**config.mk**
```make
export PLATFORM = sky130hd
export DESIGN_NAME = imem_arbiter_flat
export DESIGN_NICKNAME = d
export VERILOG_FILES = /design/src/rtl/imem_arbiter_if.sv /design/src/rtl/imem_arbiter.sv /design/src/flat_wrapper.sv
export SDC_FILE = /design/constraint.sdc
export NUM_CORES = 1
export LEC_CHECK = 0
export CAP_MARGIN = 20
export CORE_AREA = 3 3 79 81
export CTS_BUF_LIST = sky130_fd_sc_hd__clkbuf_4 sky130_fd_sc_hd__clkbuf_8
export DETAILED_ROUTE_END_ITERATION = 8
export DIE_AREA = 0 0 82 84
export HOLD_SLACK_MARGIN = 0.06
export PLACE_DENSITY = 0.8
export SYNTH_ARGS = -nofsm -noshare
export SYNTH_HDL_FRONTEND = slang
export SYNTH_SLANG_ARGS = --single-unit
```
**constraint.sdc**
```tcl
create_clock -name clk -period 1.5 [get_ports clk]
set_clock_uncertainty 0.15 [all_clocks]
set_input_delay 0.3 -clock clk [delete_from_list [all_inputs] [get_ports clk]]
set_output_delay 0.3 -clock clk [all_outputs]
set_load 0.005 [all_outputs]
```
**src/rtl/imem_arbiter_if.sv**
```systemverilog
// Bus bundle between the fetch stage, the program loader, the RAM macro and
// the instruction-memory arbiter.
//   fetch_*   : fetch read requests and responses
//   ld_*      : loader read/write requests and read responses
//   mem_*     : single-port synchronous RAM drive and read data
// Modports:
//   slave  : the arbiter's view (takes requests and RAM data, drives grants,
//            responses and the RAM controls)
//   master : the surrounding environment's view (requesters plus RAM)
interface imem_arbiter_if #(
    parameter int unsigned ADDR_W = 12,
    parameter int unsigned DATA_W = 32
);
    logic              fetch_req;
    logic [ADDR_W-1:0] fetch_addr;
    logic              fetch_gnt;
    logic              fetch_rvalid;
    logic [DATA_W-1:0] fetch_rdata;

    logic              ld_req;
    logic              ld_we;
    logic [ADDR_W-1:0] ld_addr;
    logic [DATA_W-1:0] ld_wdata;
    logic              ld_gnt;
    logic              ld_rvalid;
    logic [DATA_W-1:0] ld_rdata;

    logic              mem_en;
    logic              mem_we;
    logic [ADDR_W-1:0] mem_addr;
    logic [DATA_W-1:0] mem_wdata;
    logic [DATA_W-1:0] mem_rdata;

    modport slave (
        input  fetch_req, fetch_addr,
        output fetch_gnt, fetch_rvalid, fetch_rdata,
        input  ld_req, ld_we, ld_addr, ld_wdata,
        output ld_gnt, ld_rvalid, ld_rdata,
        output mem_en, mem_we, mem_addr, mem_wdata,
        input  mem_rdata
    );

    modport master (
        output fetch_req, fetch_addr,
        input  fetch_gnt, fetch_rvalid, fetch_rdata,
        output ld_req, ld_we, ld_addr, ld_wdata,
        input  ld_gnt, ld_rvalid, ld_rdata,
        input  mem_en, mem_we, mem_addr, mem_wdata,
        output mem_rdata
    );
endinterface

```
**src/rtl/imem_arbiter.sv**
```systemverilog
// Instruction RAM arbiter: shares one single-port synchronous RAM between the
// CPU fetch stage (read-only) and the program loader (read/write). One access
// is granted per cycle; each 1-cycle-latency read response is steered back to
// the requester that issued it.
// Ports:
//   clk  : clock, all state on the rising edge
//   rst  : asynchronous active-high reset
//   bus  : imem_arbiter_if.slave (fetch, loader and RAM signals)
// Grants and RAM drive are combinational from the requests and the state.
// Build option IMEM_ARB_STARVE_GUARD_EN: when defined, a fetch that has been
// denied MAX_WAIT consecutive cycles wins over the loader for one cycle.
// Otherwise the loader has strict priority.
module imem_arbiter #(
    parameter int unsigned ADDR_W   = 12,
    parameter int unsigned DATA_W   = 32,
    parameter int unsigned MAX_WAIT = 4
) (
    input  logic          clk,
    input  logic          rst,
    imem_arbiter_if.slave bus
);

    typedef enum logic [1:0] {
        IDLE       = 2'd0,
        RESP_FETCH = 2'd1,
        RESP_LD    = 2'd2
    } state_t;

    // The starvation guard is meaningless without at least one denied cycle.
    if (MAX_WAIT < 1) begin : g_max_wait_chk
        $error("imem_arbiter: MAX_WAIT must be at least 1");
    end

    state_t            state_q;
    state_t            state_d;
    logic              force_fetch;

    logic              fetch_gnt;
    logic              fetch_rvalid;
    logic [DATA_W-1:0] fetch_rdata;
    logic              ld_gnt;
    logic              ld_rvalid;
    logic [DATA_W-1:0] ld_rdata;
    logic              mem_en;
    logic              mem_we;
    logic [ADDR_W-1:0] mem_addr;
    logic [DATA_W-1:0] mem_wdata;

`ifdef IMEM_ARB_STARVE_GUARD_EN
    localparam int unsigned WAIT_W = $clog2(MAX_WAIT + 1);
    localparam logic [WAIT_W-1:0] WAIT_MAX = WAIT_W'(MAX_WAIT);

    logic [WAIT_W-1:0] wait_q;
    logic [WAIT_W-1:0] wait_d;

    // Count consecutive denied fetch cycles, saturating at WAIT_MAX.
    always_comb begin
        wait_d = '0;
        if (bus.fetch_req && !fetch_gnt) begin
            wait_d = (wait_q == WAIT_MAX) ? wait_q : wait_q + WAIT_W'(1);
        end
    end

    always_ff @(posedge clk or posedge rst) begin
        if (rst) begin
            wait_q <= '0;
        end else begin
            wait_q <= wait_d;
        end
    end

    assign force_fetch = (wait_q == WAIT_MAX) && bus.fetch_req;
`else
    assign force_fetch = 1'b0;
`endif

    // Response owner register; an in-flight response is dropped on reset.
    always_ff @(posedge clk or posedge rst) begin
        if (rst) begin
            state_q <= IDLE;
        end else begin
            state_q <= state_d;
        end
    end

    // Arbitration, RAM drive, next owner and response routing.
    always_comb begin
        fetch_gnt    = 1'b0;
        ld_gnt       = 1'b0;
        mem_en       = 1'b0;
        mem_we       = 1'b0;
        mem_addr     = '0;
        mem_wdata    = '0;
        state_d      = IDLE;
        fetch_rvalid = 1'b0;
        fetch_rdata  = '0;
        ld_rvalid    = 1'b0;
        ld_rdata     = '0;

        // Loader wins unless the starvation guard forces the fetch through.
        if (!rst) begin
            if (bus.ld_req && !force_fetch) begin
                ld_gnt = 1'b1;
            end else if (bus.fetch_req) begin
                fetch_gnt = 1'b1;
            end
        end

        if (ld_gnt) begin
            mem_en    = 1'b1;
            mem_we    = bus.ld_we;
            mem_addr  = bus.ld_addr;
            mem_wdata = bus.ld_we ? bus.ld_wdata : '0;
            state_d   = bus.ld_we ? IDLE : RESP_LD;
        end else if (fetch_gnt) begin
            mem_en    = 1'b1;
            mem_addr  = bus.fetch_addr;
            state_d   = RESP_FETCH;
        end

        case (state_q)
            RESP_FETCH: begin
                fetch_rvalid = 1'b1;
                fetch_rdata  = bus.mem_rdata;
            end
            RESP_LD: begin
                ld_rvalid = 1'b1;
                ld_rdata  = bus.mem_rdata;
            end
            default: ;
        endcase
    end

    assign bus.fetch_gnt    = fetch_gnt;
    assign bus.fetch_rvalid = fetch_rvalid;
    assign bus.fetch_rdata  = fetch_rdata;
    assign bus.ld_gnt       = ld_gnt;
    assign bus.ld_rvalid    = ld_rvalid;
    assign bus.ld_rdata     = ld_rdata;
    assign bus.mem_en       = mem_en;
    assign bus.mem_we       = mem_we;
    assign bus.mem_addr     = mem_addr;
    assign bus.mem_wdata    = mem_wdata;

endmodule

```
**src/flat_wrapper.sv**
```systemverilog
// flat-port wrapper written by rule: the top's interface ports become plain ports
module imem_arbiter_flat 
#(
    parameter int unsigned ADDR_W   = 12,
    parameter int unsigned DATA_W   = 32,
    parameter int unsigned MAX_WAIT = 4
)
  (clk, rst, bus_fetch_req, bus_fetch_addr, bus_fetch_gnt, bus_fetch_rvalid, bus_fetch_rdata, bus_ld_req, bus_ld_we, bus_ld_addr, bus_ld_wdata, bus_ld_gnt, bus_ld_rvalid, bus_ld_rdata, bus_mem_en, bus_mem_we, bus_mem_addr, bus_mem_wdata, bus_mem_rdata);
  imem_arbiter_if #(.ADDR_W(ADDR_W), .DATA_W(DATA_W)) bus_i ();
  input  logic clk;
  input  logic rst;
  input wire logic [$bits(bus_i.fetch_req)-1:0] bus_fetch_req;
  input wire logic [$bits(bus_i.fetch_addr)-1:0] bus_fetch_addr;
  output wire logic [$bits(bus_i.fetch_gnt)-1:0] bus_fetch_gnt;
  output wire logic [$bits(bus_i.fetch_rvalid)-1:0] bus_fetch_rvalid;
  output wire logic [$bits(bus_i.fetch_rdata)-1:0] bus_fetch_rdata;
  input wire logic [$bits(bus_i.ld_req)-1:0] bus_ld_req;
  input wire logic [$bits(bus_i.ld_we)-1:0] bus_ld_we;
  input wire logic [$bits(bus_i.ld_addr)-1:0] bus_ld_addr;
  input wire logic [$bits(bus_i.ld_wdata)-1:0] bus_ld_wdata;
  output wire logic [$bits(bus_i.ld_gnt)-1:0] bus_ld_gnt;
  output wire logic [$bits(bus_i.ld_rvalid)-1:0] bus_ld_rvalid;
  output wire logic [$bits(bus_i.ld_rdata)-1:0] bus_ld_rdata;
  output wire logic [$bits(bus_i.mem_en)-1:0] bus_mem_en;
  output wire logic [$bits(bus_i.mem_we)-1:0] bus_mem_we;
  output wire logic [$bits(bus_i.mem_addr)-1:0] bus_mem_addr;
  output wire logic [$bits(bus_i.mem_wdata)-1:0] bus_mem_wdata;
  input wire logic [$bits(bus_i.mem_rdata)-1:0] bus_mem_rdata;
  assign bus_i.fetch_req = bus_fetch_req;
  assign bus_i.fetch_addr = bus_fetch_addr;
  assign bus_fetch_gnt = bus_i.fetch_gnt;
  assign bus_fetch_rvalid = bus_i.fetch_rvalid;
  assign bus_fetch_rdata = bus_i.fetch_rdata;
  assign bus_i.ld_req = bus_ld_req;
  assign bus_i.ld_we = bus_ld_we;
  assign bus_i.ld_addr = bus_ld_addr;
  assign bus_i.ld_wdata = bus_ld_wdata;
  assign bus_ld_gnt = bus_i.ld_gnt;
  assign bus_ld_rvalid = bus_i.ld_rvalid;
  assign bus_ld_rdata = bus_i.ld_rdata;
  assign bus_mem_en = bus_i.mem_en;
  assign bus_mem_we = bus_i.mem_we;
  assign bus_mem_addr = bus_i.mem_addr;
  assign bus_mem_wdata = bus_i.mem_wdata;
  assign bus_i.mem_rdata = bus_mem_rdata;
  imem_arbiter #(.ADDR_W(ADDR_W), .DATA_W(DATA_W), .MAX_WAIT(MAX_WAIT)) u_core (.clk(clk), .rst(rst), .bus(bus_i));
endmodule
```
Word level (Yosys, flattened, before mapping)
Cells that the tools add are included.
{"block": "word_totals", "regBits": 2, "elab_cells": 22, "output_inout_bits": 114}
{"block": "classes", "n_mux": 19, "n_eq_ne": 2}
{"operator": "$mux 32", "n": 4}
{"operator": "$mux 12", "n": 2}
{"operator": "$mux 1", "n": 11}
{"operator": "$mux 2", "n": 2}
{"operator": "$eq 2x1->1 const B", "n": 1}
{"operator": "$eq 2x2->1 const B", "n": 1}

Logic depth before layout (Yosys ltp)
{"block": "logic_depth", "depth_word": 5, "depth_mapped": 3, "mapped_depth_nobuf": 2}

Worst setup path before layout
Ideal clock, no wire load.
{"block": "synth_timing", "path_type": "flip-flop to output port", "startpoint": "register u_core.state_q[1]", "endpoint": "output port bus_fetch_rdata[22]", "required_time_ps": 1050, "stages_incl_launch_ff": 4, "setup_slack_ps": 168, "arrival_ps": 882, "path_cell_list": "dfrtp_1 > and2b_1 > buf_2 > and2_1"}
{"block": "synth_via", "elab_chain_len": 2}
{"item": "from (decl)", "line": "imem_arbiter.sv:34", "rtl": "state_t state_q;"}
{"item": "from (signal assigned)", "line": "imem_arbiter.sv:82", "rtl": "state_q <= state_d;"}
{"item": "$eq 2x1->1", "line": "imem_arbiter.sv:121", "rtl": "case (state_q)"}
{"item": "$mux 32", "line": "imem_arbiter.sv:121"}
{"item": "to (decl)", "line": "flat_wrapper.sv:16", "rtl": "output wire logic [$bits(bus_i.fetch_rdata)-1:0] bus_fetch_rdata;"}
No other way between the ends.

Worst setup path after layout
{"block": "layout_timing", "startpoint": "register u_core.state_q[1]", "endpoint": "output port bus_ld_rdata[7]"}
{"block": "layout_via", "elab_chain_len": 2}
{"item": "$eq 2x2->1", "line": "imem_arbiter.sv:121"}
{"item": "$mux 32", "line": "imem_arbiter.sv:121"}
{"item": "to (decl)", "line": "flat_wrapper.sv:23", "rtl": "output wire logic [$bits(bus_i.ld_rdata)-1:0] bus_ld_rdata;"}
No other way between the ends.

==> impl_metrics.yaml <==
synth:
  syn_inst: 133
  synthAdderAreaFrac: 0
  synth_xor_area_frac: 0
  synth_area_leader_cell: "and2_1"
  synthMuxAreaShare: 0
  synth.cell_area_sq_um: 932
  synthSimpleGateAreaFrac: 0.719
  ys_warn_count: 0
  ys_ff_latch: 2
  synthDominantCellAreaShare: 0.658
  netlist_top_cells_area: "and2_1, a32o_1, dfrtp_1"
  synth_top_family_by_area: "simple AND/OR/NAND/NOR gates"
  syn_nets: 226
  synth_cell_types: 13
  synth-compound-area-share: 0.129
  synth-seq-area-share: 0.0537
  avgSynthCellArea_sq_um: 7.01
floorplanning:
  io_pins: 207
  fp.dieW_um: 82
  initial_core_util: 0.168
  placementRows: 27
  die_h_um: 84
  die_area_sq_mm: 0.00689
  core_sq_mm: 0.00554
finish:
  syn_to_final_growth_pct: 317
  drive_gt1_frac: 0.678
  diodes: 0
  fin_cells: 438
  largest_reg_flops: 2
  top_register: "u_core.state_q"
  top_regs: "u_core.state_q: 2 flops"
  nets: 461
sta:
  maxSlewHeadroom: 0.854
  timing_hold_violations_final: 0
  hold_ws_ns: 0.174
  max_freq_ghz: 0.539
  rsz0062_at_grt: "yes"
  layout_setup_ws_ns: -0.355
  min_period_ns: 1.85
  worstMarginPinSlew_ns: 0.219
  post-route-period-util: 1.24
  slew_viol_final: 0
  setup_violations: 102
run_status:
  status: "complete, but fails checks"
  violations: "negative setup slack"
global_route:
  grt-ovfl-total: 0
  antenna_found_initial: 0
  grt_pass1_vias: 1864
  grt_first_pass_wirelength_mm: 10.2
  grt.total_usage: 0.196
  grt_max_degree: 15
worst_setup_path:
  cp_max_fo: 7
  critPathArrivalTime_ns: 1.40
  cp.required_ns: 1.05
  end_kind: "output port"
  slowest_stage: "dfrtp_1"
  critPathKind: "reg2out"
  path_cells: "and2b_2 -> buf_6 -> buf_16 -> buf_6 -> and2_4 -> buf_6"
  cp-start-kind: "flip-flop"
  critPathMostFrequentCell: "buf_6"
  cp_slowest_stage_delay_ns: 0.36
clock_tree:
  cts.path.max_buffers: 2
  numCtsBuffers: 3
  htree_num_levels: 1
  cts_root_buf: "clkbuf_8"
  path_clk_slew_ns: 0.03
  cts_tree: "built"
  clock-sinks: 2
power:
  ir_worst_vdd_mv: 0.466
  power_leakage_nw: 1.90
  power.density_mw_per_mm2: 270
min_path:
  min_path_cells: 3
  hold_path_class: "in2reg"
  holdPathEnd: "u_core.state_q[1]"
  hold_start: "bus_ld_we"
drt:
  viasPerCell: 4.21
  wire_per_inst_um: 16.7
  drt_iter0_drc: 33
  drc: 0
  dr_total_vias: 1846
  dr.pass1.iters: 4
  wl_mm: 7.33
  ant_nets: 0
placed_design:
  dp_hpwl_mm: 5.03
  port_buffers: 206
  placed_cells: 406
  gp_congestion: 0.813
job:
  maxCapViolations: 0
-- worst max-delay path by stage --
stage	from	end	slack, ns	cells after the start
after floorplan	u_core.state_q[1]	bus_fetch_rdata[22]	0.17	3
after global placement	rst	bus_mem_addr[2]	-0.81	4
after detailed placement	bus_ld_req	bus_mem_wdata[23]	-0.85	5
after CTS	u_core.state_q[1]	bus_ld_rdata[3]	-0.34	6
after global routing	u_core.state_q[1]	bus_ld_rdata[7]	-0.42	6
final	u_core.state_q[1]	bus_ld_rdata[7]	-0.35	6
-- through the flow --
stage	power (mW)	instance area [sq um]	setup TNS [ns]	util	worst slack (ns)
final	1.05	3880	-21.39	0.701	-0.355
after global routing	1.11	3880	-26.46	0.701	-0.421
after CTS	1.01	3640	-21.92	0.657	-0.344
after detailed placement	0.649	3100	-59.79	0.559	-0.849
after global placement	0.644	3100	-58.55	0.559	-0.808
after floorplan	0.192	932	0	-	0.168
-- final cells by class --
| type | count | area (sq um) |
|---|---|---|
| clock buffers | 3 | 41.3 |
| fillers | 406 | 1660 |
| inverters | 1 | 7.51 |
| multi-input cells | 118 | 1020 |
| flip-flops and latches | 2 | 50.0 |
| well taps | 72 | 90.1 |
| repair buffers | 242 | 2680 |
-- kinds of logic after synthesis --
logic type,Yosys count
compound gates,12
buf+inv,13
flops,2
simple gates,106
-- worst max-delay path: cells and delay by family, from the launching register on --
kind	cells	cell delay (ns)
AND/OR/NAND/NOR	2	0.34
flip-flops	1	0.36
buffers and inverters	4	0.48
-- what timing repair did --
action | in CTS | in global routing
hold buffers | 1 | 0
buffers inserted | 15 | 5
gates resized for setup | 628 | 65
pin swaps | 90 | 11
gates cloned | 13 | 1
setup endpoints to repair | 114 | 109
endpoints found under the hold margin | 2 | 0
-- where the power goes --
part           leakage [nW]  internal, mW  switching, mW
clock                0.0216         0.170         0.0418
combinational          1.85         0.554          0.225
sequential           0.0269        0.0565       0.000852
total                  1.90         0.780          0.268
-- synthesized netlist by cell type --
| master | n |
|---|---|
| a32o_1 | 12 |
| and2_1 | 98 |
| and2b_1 | 2 |
| and2b_4 | 1 |
| and3b_2 | 1 |
| buf_2 | 7 |
| buf_4 | 1 |
| buf_6 | 4 |
| dfrtp_1 | 2 |
| inv_1 | 1 |
| nor2_1 | 2 |
| nor2b_1 | 1 |
| nor2b_2 | 1 |
-- per-layer routing --
metal  share of wire  track usage
met1            0.32        0.186
met2            0.57        0.385
met3           0.096       0.0594
met4           0.014       0.0589
met5               0            0
-- layout by cell type (no fill, tap or decap), drive strengths merged --
cell	Yosys	routed
buf	12	151
and2	98	98
clkdlybuf4s50	0	76
a32o	12	12
dlygate4sd2	0	11
clkbuf	0	4
and2b	3	3
nor2	2	2
dlymetal6s2s	0	2
dfrtp	2	2
nor2b	2	2
clkinvlp	0	1
and3b	1	1
dlygate4sd3	0	1
Power figures use the tool's default switching activity.
